===== config.mk =====
export PLATFORM = sky130hd
export DESIGN_NAME = dpram_port_master
export DESIGN_NICKNAME = d
export VERILOG_FILES = /design/src/rtl/dpram_pkg.sv /design/src/rtl/dpram_port_master.sv
export SDC_FILE = /design/constraint.sdc
export NUM_CORES = 1
export LEC_CHECK = 0
export CAP_MARGIN = 20
export CORE_AREA = 5 5 111 113
export DETAILED_ROUTE_END_ITERATION = 7
export DIE_AREA = 0 0 116 118
export SYNTH_ARGS = -nofsm -noshare
export SYNTH_HDL_FRONTEND = slang
export SYNTH_SLANG_ARGS = --single-unit

===== constraint.sdc =====
create_clock -name clk -period 5.5 [get_ports clk]
set_input_delay 1.1 -clock clk [delete_from_list [all_inputs] [get_ports clk]]
set_output_delay 1.1 -clock clk [all_outputs]
set_load 0.01 [all_outputs]

===== src/rtl/dpram_pkg.sv =====
// rtl/dpram_pkg.sv - shared op codes, FSM states and widths for the dual-port RAM port master
package dpram_pkg;

    localparam int DPRAM_ADDR_W = 16;
    localparam int DPRAM_DATA_W = 16;

    localparam logic [1:0] OP_READ  = 2'b00;
    localparam logic [1:0] OP_WRITE = 2'b01;
    localparam logic [1:0] OP_FILL  = 2'b10;
    localparam logic [1:0] OP_RSVD  = 2'b11;

    localparam logic [2:0] ST_IDLE     = 3'd0;
    localparam logic [2:0] ST_RD_WAIT1 = 3'd1;
    localparam logic [2:0] ST_RD_WAIT2 = 3'd2;
    localparam logic [2:0] ST_RD_RESP  = 3'd3;
    localparam logic [2:0] ST_WR       = 3'd4;
    localparam logic [2:0] ST_ERR      = 3'd5;

endpackage


===== src/rtl/dpram_port_master.sv =====
// rtl/dpram_port_master.sv - sequences load/store/fill requests onto one dual-port RAM port
module dpram_port_master
    import dpram_pkg::*;
#(
    parameter int ADDR_W = DPRAM_ADDR_W,
    parameter int DATA_W = DPRAM_DATA_W,
    parameter int LEN_W  = 8
) (
    input  logic              clk,
    input  logic              reset,
    input  logic              req_valid,
    output logic              req_ready,
    input  logic [1:0]        req_op,
    input  logic [ADDR_W-1:0] req_addr,
    input  logic [LEN_W-1:0]  req_len,
    input  logic [DATA_W-1:0] req_wdata,
    output logic              resp_valid,
    input  logic              resp_ready,
    output logic [DATA_W-1:0] resp_rdata,
    output logic              done,
    output logic              err,
    output logic              busy,
    output logic              ram_en,
    output logic [ADDR_W-1:0] ram_addr,
    output logic [DATA_W-1:0] ram_wdata,
    input  logic [DATA_W-1:0] ram_rdata
);

    localparam logic [ADDR_W-1:0] ADDR_ONE = {{(ADDR_W-1){1'b0}}, 1'b1};
    localparam logic [LEN_W-1:0]  CNT_ONE  = {{(LEN_W-1){1'b0}}, 1'b1};

    logic [2:0]        state_q, state_d;
    logic [ADDR_W-1:0] addr_q, addr_d;
    logic [LEN_W-1:0]  cnt_q, cnt_d;
    logic [DATA_W-1:0] wdata_q, wdata_d;
    logic              en_q, en_d;
    logic              rvalid_q, rvalid_d;
    logic [DATA_W-1:0] rdata_q, rdata_d;
    logic              done_q, done_d;
    logic              err_q, err_d;

    always_comb begin
        state_d  = state_q;
        addr_d   = addr_q;
        cnt_d    = cnt_q;
        wdata_d  = wdata_q;
        en_d     = en_q;
        rvalid_d = rvalid_q;
        rdata_d  = rdata_q;
        done_d   = 1'b0;
        err_d    = 1'b0;

        case (state_q)
            ST_IDLE: begin
                if (req_valid) begin
                    case (req_op)
                        OP_READ: begin
                            addr_d  = req_addr;
                            cnt_d   = req_len;
                            en_d    = 1'b0;
                            state_d = ST_RD_WAIT1;
                        end
                        OP_WRITE, OP_FILL: begin
                            addr_d  = req_addr;
                            wdata_d = req_wdata;
                            cnt_d   = (req_op == OP_FILL) ? req_len : '0;
                            en_d    = 1'b1;
                            state_d = ST_WR;
                        end
                        default: state_d = ST_ERR;
                    endcase
                end
            end
            ST_RD_WAIT1: state_d = ST_RD_WAIT2;
            // ram_rdata now reflects the address sampled one edge earlier
            ST_RD_WAIT2: begin
                rdata_d  = ram_rdata;
                rvalid_d = 1'b1;
                state_d  = ST_RD_RESP;
            end
            ST_RD_RESP: begin
                if (resp_ready) begin
                    rvalid_d = 1'b0;
                    if (cnt_q == '0) begin
                        done_d  = 1'b1;
                        state_d = ST_IDLE;
                    end else begin
                        addr_d  = addr_q + ADDR_ONE;
                        cnt_d   = cnt_q - CNT_ONE;
                        state_d = ST_RD_WAIT1;
                    end
                end
            end
            ST_WR: begin
                if (cnt_q == '0) begin
                    en_d    = 1'b0;
                    done_d  = 1'b1;
                    state_d = ST_IDLE;
                end else begin
                    addr_d = addr_q + ADDR_ONE;
                    cnt_d  = cnt_q - CNT_ONE;
                end
            end
            ST_ERR: begin
                done_d  = 1'b1;
                err_d   = 1'b1;
                state_d = ST_IDLE;
            end
            default: state_d = ST_IDLE;
        endcase
    end

    always_ff @(posedge clk or posedge reset) begin
        if (reset) begin
            state_q  <= ST_IDLE;
            addr_q   <= '0;
            cnt_q    <= '0;
            wdata_q  <= '0;
            en_q     <= 1'b0;
            rvalid_q <= 1'b0;
            rdata_q  <= '0;
            done_q   <= 1'b0;
            err_q    <= 1'b0;
        end else begin
            state_q  <= state_d;
            addr_q   <= addr_d;
            cnt_q    <= cnt_d;
            wdata_q  <= wdata_d;
            en_q     <= en_d;
            rvalid_q <= rvalid_d;
            rdata_q  <= rdata_d;
            done_q   <= done_d;
            err_q    <= err_d;
        end
    end

    assign req_ready  = (state_q == ST_IDLE);
    assign busy       = (state_q != ST_IDLE);
    assign resp_valid = rvalid_q;
    assign resp_rdata = rdata_q;
    assign done       = done_q;
    assign err        = err_q;
    assign ram_en     = en_q;
    assign ram_addr   = addr_q;
    assign ram_wdata  = wdata_q;

endmodule

-- Yosys cells after proc, flatten, opt, wreduce, memory -nomap -nowiden
Cells that the tools add are included.
- flip-flop bits (word level): 63
- input port bits: 62
- output and inout bits: 54
- logic and storage cells: 65
- add/sub/neg operators: 2
- eq/ne operators: 12
- muxes and demuxes: 27
- reduce and logical (&&, ||, !) cells: 15
- operators with widths (operator ; count):
    16-bit 2-to-1 mux ; 4
    16-bit one-hot mux with 3 select lines ; 1
    8-bit 2-to-1 mux ; 4
    8-bit one-hot mux with 3 select lines ; 1
    16-bit by 1-bit adder with 16-bit output, second input constant ; 1
    8-bit one-hot mux with 2 select lines ; 1
    3-bit one-hot mux with 5 select lines ; 1
    4-bit AND reduction ; 3
    3-bit 2-to-1 mux ; 3
    8-bit logical NOT ; 1
    2-bit != test, second input constant ; 4
    8-bit by 1-bit subtractor with 8-bit output, second input constant ; 1
    1-bit 2-to-1 mux ; 7
    3-bit by 2-bit == test with 1-bit output, second input constant ; 2
    3-bit == test, second input constant ; 2
    1-bit one-hot mux with 2 select lines ; 3
    3-bit one-hot mux with 2 select lines ; 1
    3-bit AND reduction ; 2
    3-bit nonzero test ; 2
    2-bit nonzero test ; 2
    3-bit by 1-bit == test with 1-bit output, second input constant ; 1
    3-bit logical NOT ; 1
    3-bit by 1-bit != test with 1-bit output, second input constant ; 1
    1-bit one-hot mux with 3 select lines ; 1
    other kinds (6) ; 6

-- Longest topological paths before layout
- depth in word-level cells: 5
- gate-level depth with buffers: 7
- depth with buffers taken out: 6

-- Least setup slack after synthesis
No wires, ideal clock.
- path type: input to register
- from: input req_op[0]
- to: register cnt_q[1]
- library setup time: 0.128 ns
- arrival: 2.345 ns
- data required time: 5.372 ns
- path slack: 3.027 ns
- cell stages on the path: 6
- path buffers: 0
- path through: inv_1 ha_1 o21ai_0 a22oi_4 nand2_2 mux2_1
- cells in the longest elaborated chain, start to end: 5
- elaborated cells between the ends (all ways): 10
- classes of those cells: eq/ne (3); mux (4); reduce/logical (3)
- ends and longest elaborated chain (item ; line ; RTL):
    from (decl) ; dpram_port_master.sv:13 ; input logic [1:0] req_op,
    2-bit == test / 2-bit by 1-bit == test with 1-bit output (equally long branches) ; dpram_port_master.sv:56, dpram_port_master.sv:66 ;
    8-bit 2-to-1 mux / 2-bit OR reduction (equally long branches) ; dpram_port_master.sv:66, dpram_port_master.sv:56 ;
    8-bit one-hot mux with 2 select lines ; dpram_port_master.sv:56 ; case (req_op)
    8-bit 2-to-1 mux ; dpram_port_master.sv:55 ; if (req_valid) begin
    8-bit one-hot mux with 3 select lines ; dpram_port_master.sv:53 ; case (state_q)
    to (signal assigned) ; dpram_port_master.sv:127 ; cnt_q <= cnt_d;
    to (decl) ; dpram_port_master.sv:34 ; logic [LEN_W-1:0] cnt_q, cnt_d;
Several ways; a longest one is shown, not always the timed one. The select of a mux whose other input is x is not followed.
A chain may end at the register's enable or synchronous reset.

-- Final worst setup path
- from: register state_q[0]
- to: output req_ready
- cells in the longest elaborated chain, start to end: 1
- ends and longest elaborated chain (item ; line ; RTL):
    from (decl) ; dpram_port_master.sv:32 ; logic [2:0] state_q, state_d;
    from (signal assigned) ; dpram_port_master.sv:125 ; state_q <= state_d;
    3-bit logical NOT ; dpram_port_master.sv:137 ; assign req_ready = (state_q == ST_IDLE);
    to (decl) ; dpram_port_master.sv:12 ; output logic req_ready,
No other way between the ends.

==> flow_metrics.py <==
metrics = {
    "floorplanning": {
        "start_util_pct": 29.4,
        "dieArea_mm2": 0.0137,
        "dieWidth_um": 116,
        "rows": 39,
        "pin_count": 116,
        "core_area_mm2": 0.0112,
        "die_h_um": 118,
    },
    "power_and_ir_drop": {
        "power_frac_comb_pct": 48.7,
        "power_density_mw_per_mm2": 586,
        "pwr-share-seq_pct": 31.4,
        "p_clk_share_pct": 19.9,
        "switchingPower_mw": 1.08,
        "leakage_nw": 1.96,
        "p_sw_share_pct": 37.9,
        "p_int_mw": 1.77,
        "ir_drop_v": 0.000292,
    },
    "setup_path": {
        "crit_slowest_cell": "clkdlybuf4s50_1",
        "crit_chain": "nor3_2, clkdlybuf4s50_1",
        "worstPathRequired_ns": 4.40,
        "reg2reg_to": "cnt_q[1]$_DFFE_PP0P_",
        "rr_worst_depth": 6,
        "critPathCaptureType": "primary output",
        "r2r_slack_ns": 2.75,
        "crit_start": "state_q[0]$_DFFE_PP0P_",
        "cp_num_buf_inv": 1,
        "max_stage_delay_ns": 0.66,
        "arrival_ns": 2.12,
        "path_class": "flop to primary output",
        "reg2reg_from": "cnt_q[0]$_DFFE_PP0P_",
        "start_kind": "flop",
        "path_delay_family": "buffers and inverters",
        "path_max_fanout": 12,
    },
    "timing": {
        "timing.final.crit_share_pct": 58.5,
        "max_freq_mhz": 311,
        "tightest_slew_ns": 0.815,
        "skew_ns": 0.00835,
        "rsz0062_at_grt": "false",
        "hold_violations": 0,
        "setup_viol": 0,
        "slew_headroom_pct": 45.7,
        "holdWs_ns": 0.483,
        "drv_slew": 0,
        "period_needed_ns": 3.22,
        "finalSetupTns_ns": 0,
    },
    "place": {
        "io_buffers": 115,
        "dp_cells": 542,
        "dp_hpwl_um": 6770,
        "gp_congestion": 0.832,
    },
    "synthesis": {
        "yosysTopAreaCell": "dfrtp_1",
        "synth_simple_gate_area_share_pct": 14.6,
        "synthArstFlopShare_pct": 100,
        "ys_ff_latch": 63,
        "ys_seq_area_share_pct": 47.8,
        "synthCells": 298,
        "synth-compound-area-share_pct": 19.1,
        "netlist.area_leader.share_pct": 47.8,
        "yosys-top-cells-count": "dfrtp_1 (63), mux2_1 (26), nand3_1 (18)",
        "synth.cell_area_mm2": 0.00330,
        "synth_cell_types": 60,
        "synthXorXnorAreaFrac_pct": 0,
        "synthMostInstantiatedCell": "dfrtp_1",
        "yosys-top-cells-area": "dfrtp_1 (48%), mux2_1 (8.9%), nand3_1 (2.7%)",
        "synthAdderAreaFrac_pct": 1.90,
        "synthFlopType": "dfrtp_1",
        "ys.warnings.count": 0,
        "synth_edf_count": 0,
        "synth.area.mux_share_pct": 12.2,
        "syn_avg_cell_area_um2": 11.1,
        "synth_top_family_by_area": "compound AO/OA/AOI/OAI gates",
        "syn_nets": 365,
    },
    "grt": {
        "grt_pass1_vias": 3141,
        "grt_pass1_wl_um": 15600,
        "track_usage_pct": 14.1,
        "grt_max_degree": 64,
        "antenna_found_initial": 0,
        "overflow": 0,
    },
    "hold_path": {
        "hold_depth": 1,
        "min_path_type": "flop to flop",
        "hp-start": "resp_valid$_DFFE_PP0P_",
        "hold_path_end": "resp_valid$_DFFE_PP0P_",
    },
    "cts": {
        "cts_tree": "built",
        "cts_setup_buffers": 0,
        "cts_made_buffers": 9,
        "clock-sinks": 63,
        "clk_latency_ns": 0.32,
        "ctsLongestPathBuffers": 2,
        "clk_pin_slew_ns": 0.05,
        "hold_buffers": 0,
        "cts_resized": 0,
        "ctsHtreeMaxLevel": 3,
        "cts-root-buf": "clkbuf_16",
    },
    "final_layout": {
        "num-nets-final": 478,
        "stdcell_count": 559,
        "antenna_cells": 0,
        "layout-drive-gt1-share_pct": 10.6,
        "post-route-util_pct": 43.4,
        "area_growth_pct": 47.6,
    },
    "detailed_routing": {
        "vias": 2927,
        "routed_wl_um": 9520,
        "antenna_left": 0,
        "drc": 0,
        "drt_pre_antenna_iters": 4,
        "vias_per_cell": 5.24,
        "drt-initial-drc-count": 166,
        "wl_per_cell_um": 17.0,
    },
    "job": {
        "max_cap_viol_count": 0,
    },
    "run_status": {
        "status": "completed",
    },
}
[cells in the final DEF, fill, tap and decap left out, types with 8 or more instances in the layout]
| master | instances |
|---|---|
| a2bb2oi_1 | 8 |
| clkbuf_16 | 9 |
| clkdlybuf4s50_1 | 115 |
| dfrtp_1 | 63 |
| inv_1 | 13 |
| mux2_1 | 26 |
| nand2_1 | 8 |
| nand3_1 | 18 |
| nand4_1 | 9 |
| o211ai_1 | 12 |
| o21ai_0 | 10 |
[per-stage QoR]
stage / instance area [um^2] / worst slack, ns / power [mW]
after global routing: 4870 / 2.15 / 3.07
final: 4870 / 2.28 / 2.86
after CTS: 4860 / 2.26 / 2.88
after floorplan: 3300 / 2.83 / 1.68
after detailed placement: 4560 / 2.15 / 2.29
after global placement: 4560 / 2.17 / 2.26
[routing by layer]
metal,vias up,track usage [%],share of wire (%)
met4,0,2.76,0.35
met1,1435,18.2,43
li1,1381,-,-
met3,2,5.40,8.8
met5,-,0,0
met2,109,22.3,47
[registers in the layout, indices dropped and copies added, names as in the netlist]
register    flops
ram_addr       16
ram_wdata      16
resp_rdata     16
cnt_q           8
state_q         3
done            1
err             1
ram_en          1
resp_valid      1
[kinds of logic after synthesis]
| group | after synthesis |
|---|---|
| flip-flops | 63 |
| AO/OA/AOI/OAI | 84 |
| buffers and inverters | 31 |
| multiplexers | 36 |
| adder cells (fa/ha/maj) | 5 |
| AND/OR/NAND/NOR | 79 |
[power groups by stage]
stage / logic, mW / registers, mW / clock network (mW)
after floorplan: 0.748 / 0.930 / 0
after global placement: 1.37 / 0.893 / 0
after detailed placement: 1.39 / 0.904 / 0
after CTS: 1.39 / 0.899 / 0.583
after global routing: 1.53 / 0.936 / 0.600
final: 1.39 / 0.898 / 0.568
[worst max-delay path by stage]
stage                                          end  depth (start not counted)
after global placement    ram_addr[11]$_DFFE_PP0P_                          6
after CTS                                req_ready                          2
after global routing                     req_ready                          2
after floorplan               cnt_q[0]$_DFFE_PP0P_                          1
final                                    req_ready                          2
after detailed placement  ram_addr[11]$_DFFE_PP0P_                          6
[final cells by class]
cell class	instances	area (um^2)
Clock buffer	10	239
Clock inverter	6	60.1
Fill cell	1133	6350
Inverter	14	52.6
Multi-Input combinational cell	204	1580
Sequential cell	63	1580
Tap cell	143	179
Timing Repair Buffer	119	1190
(Power assumes the default switching activity.)
